### src/rtl/ldpc_ber_monitor_if.sv
// ----------------------------------------------------------------------------
// ldpc_ber_monitor_if
// Groups the reference-word handshake and the decoder hard-bit stream that
// feed the LDPC bit-error-rate monitor.
//
//   ref_valid  reference word offered (source -> monitor)
//   ref_data   reference word, LANES soft-bit fields of SBW bits; lane 0 is
//              the most significant field, its MSB is the hard decision
//   ref_ready  monitor can accept a reference word (monitor -> source)
//   hb_vlid    decoder hard-bit word valid (decoder -> monitor)
//   hardbit    decoded hard bits, lane n on bit n
//
// Modports: master = stimulus side (reference source + decoder),
//           slave  = the monitor.
// ----------------------------------------------------------------------------
interface ldpc_ber_monitor_if #(
  parameter int LANES = 16,
  parameter int SBW   = 3
);
  logic                   ref_valid;
  logic [LANES*SBW-1:0]   ref_data;
  logic                   ref_ready;
  logic                   hb_vlid;
  logic [LANES-1:0]       hardbit;

  modport master (
    output ref_valid,
    output ref_data,
    output hb_vlid,
    output hardbit,
    input  ref_ready
  );

  modport slave (
    input  ref_valid,
    input  ref_data,
    input  hb_vlid,
    input  hardbit,
    output ref_ready
  );
endinterface

### src/rtl/ldpc_ber_monitor.sv
// ----------------------------------------------------------------------------
// ldpc_ber_monitor
// Compares decoded LDPC hard bits against a buffered reference codeword and
// keeps per-block and running bit-error statistics.
//
// Reference words are queued in a small FIFO (only their hard decisions are
// stored). Each decoder word pops one reference word; the XOR mismatch is
// registered (stage 1) and its popcount accumulated (stage 2). The block
// boundary is tracked by a word index that advances only on pops.
//
// Ports:
//   CLK, RESET_N   clock, asynchronous active-low reset
//   clr            synchronous clear of FIFO, counters, flags, pipeline
//   bus            ldpc_ber_monitor_if.slave (reference + hard-bit streams)
//   blk_done       one-cycle pulse when a block completes
//   blk_err_cnt    bit errors in the last completed block
//   total_err      saturating bit-error count
//   blk_cnt        completed blocks (wrapping)
//   fail_cnt       blocks with errors (saturating)
//   underflow      sticky: decoder word arrived with the FIFO empty
//   first_err_loc  first error bit index of the last block
//
// Optional feature macro: BER_ERRLOC_EN enables first-error location capture;
// when undefined, first_err_loc is tied to 0.
// ----------------------------------------------------------------------------
module ldpc_ber_monitor #(
  parameter int LANES      = 16,
  parameter int SBW        = 3,
  parameter int BLOCK_BITS = 10240,
  parameter int DEPTH      = 8,
  localparam int BEW       = $clog2(BLOCK_BITS + 1),
  localparam int LOCW      = $clog2(BLOCK_BITS)
) (
  input  logic                  CLK,
  input  logic                  RESET_N,
  input  logic                  clr,
  ldpc_ber_monitor_if.slave     bus,
  output logic                  blk_done,
  output logic [BEW-1:0]        blk_err_cnt,
  output logic [31:0]           total_err,
  output logic [15:0]           blk_cnt,
  output logic [15:0]           fail_cnt,
  output logic                  underflow,
  output logic [LOCW-1:0]       first_err_loc
);

  localparam int WORDS  = BLOCK_BITS / LANES;
  localparam int WIDX_W = (WORDS > 1) ? $clog2(WORDS) : 1;
  localparam int AW     = $clog2(DEPTH);
  localparam int PCW    = $clog2(LANES + 1);

  // Hard decision of each lane: MSB of its soft-bit field, lane 0 at the top.
  logic [LANES-1:0] ref_hb;
  generate
    for (genvar gi = 0; gi < LANES; gi++) begin : g_ref_hb
      assign ref_hb[gi] = bus.ref_data[(LANES-1-gi)*SBW + SBW-1];
    end
  endgenerate

  // ---------------- reference FIFO ----------------
  logic [LANES-1:0] mem [DEPTH];
  logic [AW:0]      wr_ptr_q, wr_ptr_d;
  logic [AW:0]      rd_ptr_q, rd_ptr_d;
  logic [AW:0]      fill;
  logic             fifo_empty, fifo_full;
  logic             push, pop, uflow_evt;
  logic [LANES-1:0] rd_hb;

  // Occupancy comes from registered pointers only, so a word pushed this
  // cycle cannot be popped until the next one.
  assign fill       = wr_ptr_q - rd_ptr_q;
  assign fifo_empty = (fill == '0);
  assign fifo_full  = (fill == (AW+1)'(DEPTH));
  assign push       = bus.ref_valid && !fifo_full;
  assign pop        = bus.hb_vlid && !fifo_empty;
  assign uflow_evt  = bus.hb_vlid && fifo_empty;
  assign bus.ref_ready = !fifo_full;
  assign rd_hb      = mem[rd_ptr_q[AW-1:0]];

  always_ff @(posedge CLK) begin
    if (push && !clr) begin
      mem[wr_ptr_q[AW-1:0]] <= ref_hb;
    end
  end

  // ---------------- pipeline and statistics ----------------
  logic [WIDX_W-1:0] widx_q, widx_d;
  logic              widx_last;
  logic              s1_valid_q, s1_valid_d;
  logic [LANES-1:0]  s1_mism_q, s1_mism_d;
  logic              s1_last_q, s1_last_d;
  logic [BEW-1:0]    blk_acc_q, blk_acc_d;
  logic              blk_done_q, blk_done_d;
  logic [BEW-1:0]    blk_err_cnt_q, blk_err_cnt_d;
  logic [31:0]       total_err_q, total_err_d;
  logic [15:0]       blk_cnt_q, blk_cnt_d;
  logic [15:0]       fail_cnt_q, fail_cnt_d;
  logic              underflow_q, underflow_d;
  logic [PCW-1:0]    pc;
  logic [BEW-1:0]    blk_sum;
  logic [32:0]       total_sum;

  assign widx_last = (widx_q == WIDX_W'(WORDS - 1));

  always_comb begin
    pc = '0;
    for (int i = 0; i < LANES; i++) begin
      pc = pc + PCW'(s1_mism_q[i]);
    end
  end

  assign blk_sum   = blk_acc_q + BEW'(pc);
  assign total_sum = {1'b0, total_err_q} + 33'(pc);

  always_comb begin
    wr_ptr_d      = wr_ptr_q;
    rd_ptr_d      = rd_ptr_q;
    widx_d        = widx_q;
    s1_valid_d    = pop;
    s1_mism_d     = bus.hardbit ^ rd_hb;
    s1_last_d     = pop && widx_last;
    blk_acc_d     = blk_acc_q;
    blk_done_d    = 1'b0;
    blk_err_cnt_d = blk_err_cnt_q;
    total_err_d   = total_err_q;
    blk_cnt_d     = blk_cnt_q;
    fail_cnt_d    = fail_cnt_q;
    underflow_d   = underflow_q;

    if (push) wr_ptr_d = wr_ptr_q + 1'b1;
    if (pop) begin
      rd_ptr_d = rd_ptr_q + 1'b1;
      widx_d   = widx_last ? '0 : widx_q + WIDX_W'(1);
    end
    if (uflow_evt) underflow_d = 1'b1;

    if (s1_valid_q) begin
      total_err_d = total_sum[32] ? 32'hFFFF_FFFF : total_sum[31:0];
      if (s1_last_q) begin
        blk_done_d    = 1'b1;
        blk_err_cnt_d = blk_sum;
        blk_cnt_d     = blk_cnt_q + 16'd1;
        if ((blk_sum != '0) && (fail_cnt_q != 16'hFFFF)) begin
          fail_cnt_d = fail_cnt_q + 16'd1;
        end
        blk_acc_d = '0;
      end else begin
        blk_acc_d = blk_sum;
      end
    end

    if (clr) begin
      wr_ptr_d      = '0;
      rd_ptr_d      = '0;
      widx_d        = '0;
      s1_valid_d    = 1'b0;
      s1_mism_d     = '0;
      s1_last_d     = 1'b0;
      blk_acc_d     = '0;
      blk_done_d    = 1'b0;
      blk_err_cnt_d = '0;
      total_err_d   = '0;
      blk_cnt_d     = '0;
      fail_cnt_d    = '0;
      underflow_d   = 1'b0;
    end
  end

  always_ff @(posedge CLK or negedge RESET_N) begin
    if (!RESET_N) begin
      wr_ptr_q      <= '0;
      rd_ptr_q      <= '0;
      widx_q        <= '0;
      s1_valid_q    <= 1'b0;
      s1_mism_q     <= '0;
      s1_last_q     <= 1'b0;
      blk_acc_q     <= '0;
      blk_done_q    <= 1'b0;
      blk_err_cnt_q <= '0;
      total_err_q   <= '0;
      blk_cnt_q     <= '0;
      fail_cnt_q    <= '0;
      underflow_q   <= 1'b0;
    end else begin
      wr_ptr_q      <= wr_ptr_d;
      rd_ptr_q      <= rd_ptr_d;
      widx_q        <= widx_d;
      s1_valid_q    <= s1_valid_d;
      s1_mism_q     <= s1_mism_d;
      s1_last_q     <= s1_last_d;
      blk_acc_q     <= blk_acc_d;
      blk_done_q    <= blk_done_d;
      blk_err_cnt_q <= blk_err_cnt_d;
      total_err_q   <= total_err_d;
      blk_cnt_q     <= blk_cnt_d;
      fail_cnt_q    <= fail_cnt_d;
      underflow_q   <= underflow_d;
    end
  end

  assign blk_done    = blk_done_q;
  assign blk_err_cnt = blk_err_cnt_q;
  assign total_err   = total_err_q;
  assign blk_cnt     = blk_cnt_q;
  assign fail_cnt    = fail_cnt_q;
  assign underflow   = underflow_q;

`ifdef BER_ERRLOC_EN
  localparam int LW = (LANES > 1) ? $clog2(LANES) : 1;

  logic [WIDX_W-1:0] s1_widx_q;
  logic              loc_found_q, loc_found_d;
  logic [LOCW-1:0]   loc_q, loc_d;
  logic [LOCW-1:0]   first_err_loc_q, first_err_loc_d;
  logic [LW-1:0]     low_lane;
  logic [LOCW-1:0]   new_loc;
  logic              found_now;
  logic [LOCW-1:0]   loc_now;

  // Lowest mismatching lane: scan downward so the last hit is the lowest.
  always_comb begin
    low_lane = '0;
    for (int i = LANES - 1; i >= 0; i--) begin
      if (s1_mism_q[i]) low_lane = LW'(i);
    end
  end

  assign new_loc   = LOCW'(s1_widx_q) * LOCW'(LANES) + LOCW'(low_lane);
  assign found_now = loc_found_q || (s1_mism_q != '0);
  assign loc_now   = loc_found_q ? loc_q : new_loc;

  always_comb begin
    loc_found_d     = loc_found_q;
    loc_d           = loc_q;
    first_err_loc_d = first_err_loc_q;
    if (s1_valid_q) begin
      if (s1_last_q) begin
        // An error-free block reports all ones.
        first_err_loc_d = found_now ? loc_now : '1;
        loc_found_d     = 1'b0;
        loc_d           = '0;
      end else begin
        loc_found_d = found_now;
        loc_d       = loc_now;
      end
    end
    if (clr) begin
      loc_found_d     = 1'b0;
      loc_d           = '0;
      first_err_loc_d = '0;
    end
  end

  always_ff @(posedge CLK or negedge RESET_N) begin
    if (!RESET_N) begin
      s1_widx_q       <= '0;
      loc_found_q     <= 1'b0;
      loc_q           <= '0;
      first_err_loc_q <= '0;
    end else begin
      s1_widx_q       <= clr ? '0 : widx_q;
      loc_found_q     <= loc_found_d;
      loc_q           <= loc_d;
      first_err_loc_q <= first_err_loc_d;
    end
  end

  assign first_err_loc = first_err_loc_q;
`else
  assign first_err_loc = '0;
`endif

endmodule

### src/flat_wrapper.sv
// flat-port wrapper written by rule: the top's interface ports become plain ports
module ldpc_ber_monitor_flat 
#(
  parameter int LANES      = 16,
  parameter int SBW        = 3,
  parameter int BLOCK_BITS = 10240,
  parameter int DEPTH      = 8,
  localparam int BEW       = $clog2(BLOCK_BITS + 1),
  localparam int LOCW      = $clog2(BLOCK_BITS)
)
  (CLK, RESET_N, clr, blk_done, blk_err_cnt, total_err, blk_cnt, fail_cnt, underflow, first_err_loc, bus_ref_valid, bus_ref_data, bus_hb_vlid, bus_hardbit, bus_ref_ready);
  ldpc_ber_monitor_if #(.LANES(LANES), .SBW(SBW)) bus_i ();
  input  logic CLK;
  input  logic RESET_N;
  input  logic clr;
  output logic blk_done;
  output logic [BEW-1:0] blk_err_cnt;
  output logic [31:0] total_err;
  output logic [15:0] blk_cnt;
  output logic [15:0] fail_cnt;
  output logic underflow;
  output logic [LOCW-1:0] first_err_loc;
  input wire logic [$bits(bus_i.ref_valid)-1:0] bus_ref_valid;
  input wire logic [$bits(bus_i.ref_data)-1:0] bus_ref_data;
  input wire logic [$bits(bus_i.hb_vlid)-1:0] bus_hb_vlid;
  input wire logic [$bits(bus_i.hardbit)-1:0] bus_hardbit;
  output wire logic [$bits(bus_i.ref_ready)-1:0] bus_ref_ready;
  assign bus_i.ref_valid = bus_ref_valid;
  assign bus_i.ref_data = bus_ref_data;
  assign bus_i.hb_vlid = bus_hb_vlid;
  assign bus_i.hardbit = bus_hardbit;
  assign bus_ref_ready = bus_i.ref_ready;
  ldpc_ber_monitor #(.LANES(LANES), .SBW(SBW), .BLOCK_BITS(BLOCK_BITS), .DEPTH(DEPTH)) u_core (.CLK(CLK), .RESET_N(RESET_N), .clr(clr), .bus(bus_i), .blk_done(blk_done), .blk_err_cnt(blk_err_cnt), .total_err(total_err), .blk_cnt(blk_cnt), .fail_cnt(fail_cnt), .underflow(underflow), .first_err_loc(first_err_loc));
endmodule
### config.mk
export PLATFORM = sky130hd
export DESIGN_NAME = ldpc_ber_monitor_flat
export DESIGN_NICKNAME = d
export VERILOG_FILES = /design/src/rtl/ldpc_ber_monitor_if.sv /design/src/rtl/ldpc_ber_monitor.sv /design/src/flat_wrapper.sv
export SDC_FILE = /design/constraint.sdc
export NUM_CORES = 1
export LEC_CHECK = 0
export BUFFER_PORTS_ARGS = -buffer_cell sky130_fd_sc_hd__buf_2
export CAP_MARGIN = 30
export CORE_MARGIN = 1
export CORE_UTILIZATION = 48
export CTS_BUF_LIST = sky130_fd_sc_hd__clkbuf_8 sky130_fd_sc_hd__clkbuf_16
export CTS_CLUSTER_DIAMETER = 40
export DETAILED_ROUTE_END_ITERATION = 12
export PLACE_DENSITY = 0.68
export SYNTH_ARGS = -nofsm -noshare
export SYNTH_HDL_FRONTEND = slang
export SYNTH_SLANG_ARGS = --single-unit
### constraint.sdc
create_clock -name CLK -period 8.9 [get_ports CLK]
set_clock_uncertainty 0.05 [all_clocks]
set_input_delay 0.445 -clock CLK [delete_from_list [all_inputs] [get_ports CLK]]
set_output_delay 0.445 -clock CLK [all_outputs]
set_load 0.02 [all_outputs]
# --- Word-level counts from Yosys, hierarchy flattened ---
# Memory sizes are Yosys's and may differ from the RTL's.
# Index checks and enable logic that the tools add are counted.
totals:
  ff_bits: 130
  ramBits: 128
  wordCells: 93
  inputBits: 69
  mem_count: 1
memory_table:
  columns: ["memory", "depth", "word_bits", "read_ports", "rd_clocked_by_memory_dff", "wr", "line_no", "text"]
  rows:
  - ["u_core.mem", 8, 16, 1, 0, 1, "ldpc_ber_monitor.sv:61", "logic [LANES-1:0] mem [DEPTH];"]
classes:
  n_bitwise: 1
  muxes: 33
  addsub: 23
  n_eq_ne: 3
  n_reduce_logical: 19
op_table:
  columns: ["operator", "n"]
  rows:
  - ["$mux W16", 8]
  - ["$mux W32", 3]
  - ["$mux W14", 6]
  - ["$add A5 B1 Y5", 14]
  - ["$add A32 B5 Y33", 1]
  - ["$add A16 B1 Y16 const B", 2]
  - ["$mux W10", 3]
  - ["$mux W4", 4]
  - ["$ne A16 B16 Y1 const B", 1]
  - ["$xor A16 B16 Y16", 1]
  - ["$add A14 B5 Y14", 1]
  - ["$reduce_bool A14 Y1", 1]
  - ["$reduce_bool A2 Y1", 6]
  - ["$add A10 B1 Y10 const B", 1]
  - ["$eq A10 B10 Y1 const B", 1]
  - ["$mux W1", 9]
  - ["$add A4 B1 Y4 const B", 2]
  - ["$logic_and A1 B1 Y1", 6]
  - ["$eq A4 B4 Y1 const B", 1]
  - ["$logic_not A4 Y1", 1]
  - ["$sub A4 B4 Y4", 1]
  - ["$logic_not A1 Y1", 3]
  - ["$reduce_and A3 Y1", 1]
  - ["$add A1 B1 Y2", 1]
  - ["$reduce_and A2 Y1", 1]

# --- Logic depth before layout (Yosys ltp) ---
logic_depth:
  word_depth: 22
  ltp_mapped: 23
  ltp_nobuf: 22

# --- Worst setup path after synthesis ---
# No wires, ideal clock.
synth_timing:
  path_type: "reg-to-reg"
  startpoint: "register u_core.s1_mism_q[0]"
  endpoint: "register u_core.fail_cnt_q[2], in the netlist u_core.fail_cnt[2]"
  synth_period_minus_slack_ps: 5745
  setup_ps: 128
  required_time_ps: 8722
  stages_incl_launch_ff: 20
  arrival_time_ps: 5567
  slack_ps: 3155
  path_cell_list: "dfrtp_1 -> ha_1 -> inv_1 -> fa_1 -> fa_1 -> fa_1 -> fa_1 -> fa_1 -> fa_1 -> inv_1 -> ha_1 -> a21o_1 -> nand4_1 -> nand2_2 -> or4b_1 -> a31oi_1 -> and4_4 -> buf_4 -> nor3_1 -> mux2_1"
synth_between:
  elab_chain_cells: 20
synth_lines:
  columns: ["item", "line_no", "text"]
  rows:
  - ["start, declared", "ldpc_ber_monitor.sv:90", "logic [LANES-1:0] s1_mism_q, s1_mism_d;"]
  - ["start signal, assigned", "ldpc_ber_monitor.sv:189", "s1_mism_q <= s1_mism_d;"]
  - ["$add A1 B1 Y2", "ldpc_ber_monitor.sv:108", "pc = pc + PCW'(s1_mism_q[i]);"]
  - ["$add A5 B1 Y5 (14 in a row)", "ldpc_ber_monitor.sv:108", null]
  - ["$add A14 B5 Y14", "ldpc_ber_monitor.sv:112", "assign blk_sum = blk_acc_q + BEW'(pc);"]
  - ["$reduce_bool A14 Y1", "ldpc_ber_monitor.sv:143", "if ((blk_sum != '0) && (fail_cnt_q != 16'hFFFF)) begin"]
  - ["$logic_and A1 B1 Y1", "ldpc_ber_monitor.sv:143", null]
  - ["$reduce_bool A2 Y1 (no line)", null, null]
  - ["$reduce_and A3 Y1 (no line)", null, null]
  - ["end signal, assigned", "ldpc_ber_monitor.sv:196", "fail_cnt_q <= fail_cnt_d;"]
  - ["end, declared", "ldpc_ber_monitor.sv:97", "logic [15:0] fail_cnt_q, fail_cnt_d;"]
# No other way between the ends.
# A chain may end at the register's enable or synchronous reset.

# --- Worst setup path after layout ---
layout_timing:
  startpoint: "register u_core.s1_mism_q[0]"
  endpoint: "register u_core.fail_cnt_q[0], in the netlist u_core.fail_cnt[0]"
# The elaborated chain is that of the path after synthesis.

==> metrics.md <==
| Metric | Value |
|---|---|
| Post-synthesis register bit count | `between 200 and 300` |
| DRT Pass-1 Iters | `6` |
| Netlist Area Pre-Place | `approximately 0.012 sq mm` |
| Fin nets | `about 1,200` |
| Ports | `approximately 160` |
| VDD IR max | `about 280 uV` |
| RePlAce Congestion | `0.828` |
| Crit path buf inv count | `2` |
| Register Area | `just over 0.007 sq mm` |
| Max-cap violations | `0` |
| Fin area | `roughly 0.015 sq mm` |
| Routed wire length | `25.5 mm` |
| RSZ-0062 raised after global routing | `false` |
| CP required | `about 9 ns` |
| CP Launch Type | `register` |
| Core area | `~0.025 sq mm` |
| Antenna-violating nets left | `0` |
| Die Wd | `~160 microns` |
| Critical-path cell list | `ha_1, inv_1, fa_1, fa_1, fa_1, fa_1, fa_1, fa_1, inv_1, ha_1, a21o_1, nand4_1, nand2_2, or4b_1, a31oi_1, and4_4, nor3_1, mux2_1` |
| Sequential fraction of the synthesis area | `between 50% and 60%` |
| Synth cell types | `between 50 and 60` |
| Hold crit path type | `primary input to register` |
| Number of global-route vias before repair | `7,956` |
| Starting Density | `between 40% and 50%` |
| CTS root buffer | `clkbuf_16` |
| H-Tree Depth | `2` |
| CTS tree | `built` |
| CTS sink cnt | `258` |
| Tot GR Track Use | `19.9%` |
| Drt first-iter violations | `roughly 520` |
| Fraction of layout cells with a size suffix above 1 | `between 20% and 30%` |
| Crit path max-delay family | `adder cells` |
| CP Capture Type | `register` |
| Clock-pin slew on the worst setup and hold paths | `~0.060 ns` |
| Vias per Instance | `roughly 5.5` |
| Yosys warns | `0` |
| Reg2reg setup slack | `between 2 and 3 ns` |
| Slew HR | `a little over two fifths` |
| Main synth FF type | `dfrtp_1` |
| Area contributors post-synth | `edfxtp_1 (31%), dfrtp_1 (27%), mux4_2 (5.9%), nor2_1 (4.0%), xor2_1 (2.5%)` |
| DP HPWL | `around 16 mm` |
| Clk buf depth | `3` |
| Port bufs | `around 120` |
| Final Hold Fails | `0` |
| Slew Limit Fails | `0` |
| Fmax achieved | `roughly 160 MHz` |
| Endpoints failing setup | `0` |
| Tcrit/Tclk final | `between 60 and 70%` |
| Area added between synthesis and finish | `19.5%` |
| Wire per inst | `~17 microns` |
| CP peak stage delay | `around 0.57 ns` |
| Worst setup path class | `register to register` |
| Fill cell count | `between 2,000 and 2,500` |
| DR vias | `around 8,200` |
| Inserted Clock Buffers | `40` |
| Status | `finished, final reports clean` |
| First-pass GRT wire length | `41.0 mm` |
| Die H | `around 160 microns` |
| GRT overflow | `0` |
| CP max-delay cell | `fa_1` |
| Synth Area per Inst | `between 10 and 15 sq um` |
| Crit path top cell by count | `fa_1` |
| Async S/R FF share, synth | `about half` |
| Ant. Diodes | `0` |
| Worst path arrival time | `between 6 and 7 ns` |
| Final min period | `6.20 ns` |
| Cell accounting for the most synthesized area | `edfxtp_1` |
| FP Rows | `58` |
| CP max FO | `20` |
| Antenna violations before repair | `2` |
| TNS Setup | `0 ns` |
| EDFF count, synth | `roughly 130` |
| Pleak | `0.00615 uW` |
| Residual DRC | `0` |
| Largest net degree at the start of global routing | `81` |
| Proportion of netlist area held by the largest area contributor | `a little under a third` |
| Clk_lat worst skew | `between 0.5 and 0.6 ns` |
| Pwr/cell area | `between 300 and 400 mW/mm^2` |
| DP Area | `approximately 0.013 sq mm` |
| Area of the multi-input gates | `about 0.0048 sq mm` |
| Post-Syn Instances | `roughly 1,000` |
| Worst-Margin Slew | `around 0.84 ns` |
| Die ar. | `~0.026 sq mm` |
## area by class of cell
class	instances	area share [%]
Tap cell	330	2.83
Sequential cell	258	48.6
Multi-Input combinational cell	656	32.6
Inverter	44	1.13
Clock buffer	41	6.95
Timing Repair Buffer	133	5.37
Clock inverter	31	2.51
## state kept, by name, indices dropped and copies added, names as in the netlist, 4 cells and up
register            cells
u_core.blk_cnt         16
u_core.blk_err_cnt     14
u_core.rd_ptr_q         4
u_core.fail_cnt        16
u_core.widx_q          10
u_core.s1_mism_q       16
u_core.total_err       32
u_core.blk_acc_q       14
u_core.wr_ptr_q         4
u_core.mem            128
## placed cells by master, fill, tap and decap left out, types with 26 or more instances in the layout
cell type and instances:
a21oi_1 43, buf_2 115, clkbuf_16 40, dfrtp_1 129, edfxtp_1 128, inv_1 47, mux2i_1 26, mux4_2 32
nand2_1 60, nand3_1 29, nor2_1 128, xor2_1 35
## final timing paths
check,startpoint,to,cells past startpoint
worst max-delay path,u_core.s1_mism_q[0],u_core.fail_cnt[0],18
worst min-delay path,bus_ref_data[41],u_core.mem[6][2],1
worst max register to register,u_core.s1_mism_q[0],u_core.fail_cnt[0],18
worst min register to register,u_core.underflow,u_core.underflow,2
max in group asynchronous,RESET_N,u_core.rd_ptr_q[0],4
min in group asynchronous,RESET_N,u_core.total_err[26],2
## cells by family (layout without fill, tap and decap cells)
| logic type | count (synthesis) | in the layout | share of synthesized area [%] |
|---|---|---|---|
| muxes | 68 | 68 | 8.95 |
| buffers and inverters | 104 | 249 | 3.75 |
| DFF | 258 | 258 | 58.1 |
| xor gates and xnor gates | 56 | 56 | 4.01 |
| adders and majority gates | 35 | 35 | 4.32 |
| and+or+nand+nor | 340 | 340 | 13.2 |
| other | 1 | 14 | 0.0307 |
| AOI/OAI and AO/OA | 143 | 143 | 7.66 |
## cell usage after synthesis, types with 18 or more instances
cell type  number
xnor2_1        21
o21ai_0        21
nor2b_1        18
a21oi_1        43
nand4_1        19
nor2_1        129
xor2_1         35
clkbuf_1       37
dfrtp_1       130
nor3_1         25
ha_1           23
mux4_2         32
nand2_1        60
inv_1          43
edfxtp_1      128
mux2i_1        26
and3_1         18
nand3_1        29
## repair_timing
item / CTS / global route
hold buffers: 1 / 0
hold endpoints to repair: 57 / 0
buffers inserted: 0 / 0
resized for setup: 0 / 0
## routing by layer
metal  vias to the layer above  routed length, microns  share of wire [%]  GRT usage (%)
met5                         -                      27               0.11              0
met4                         4                     656                2.6           7.72
met3                        59                    1480                5.8           4.19
met2                       232                   12500                 49           33.0
met1                      3983                   10800                 42           25.7
li1                       3893                       -                  -              -
## power breakdown
group	leakage, uW	total [uW]	internal [uW]	switching, uW
sequential	0.00295	1380	1340	40.9
combinational	0.00252	1740	680	1060
clock	0.000682	1590	1020	570
total	0.00615	4710	3030	1670
## metrics by stage
step / total power (uW) / utilization, % / worst slack (ns) / hold WS (ns) / cells
3_3_place_gp: 3100 / 52.2 / 2.79 / 0.393 / 1416
3_5_place_dp: 3140 / 52.5 / 2.68 / 0.397 / 1419
4_1_cts: 4750 / 58.1 / 2.67 / 0.114 / 1492
2_1_floorplan: 2780 / - / 3.16 / 0.0994 / 1018
6_report: 4710 / 58.2 / 2.70 / 0.134 / 1493
5_1_grt: 4990 / 58.2 / 2.44 / 0.135 / 1493
(Power assumes the default switching activity.)
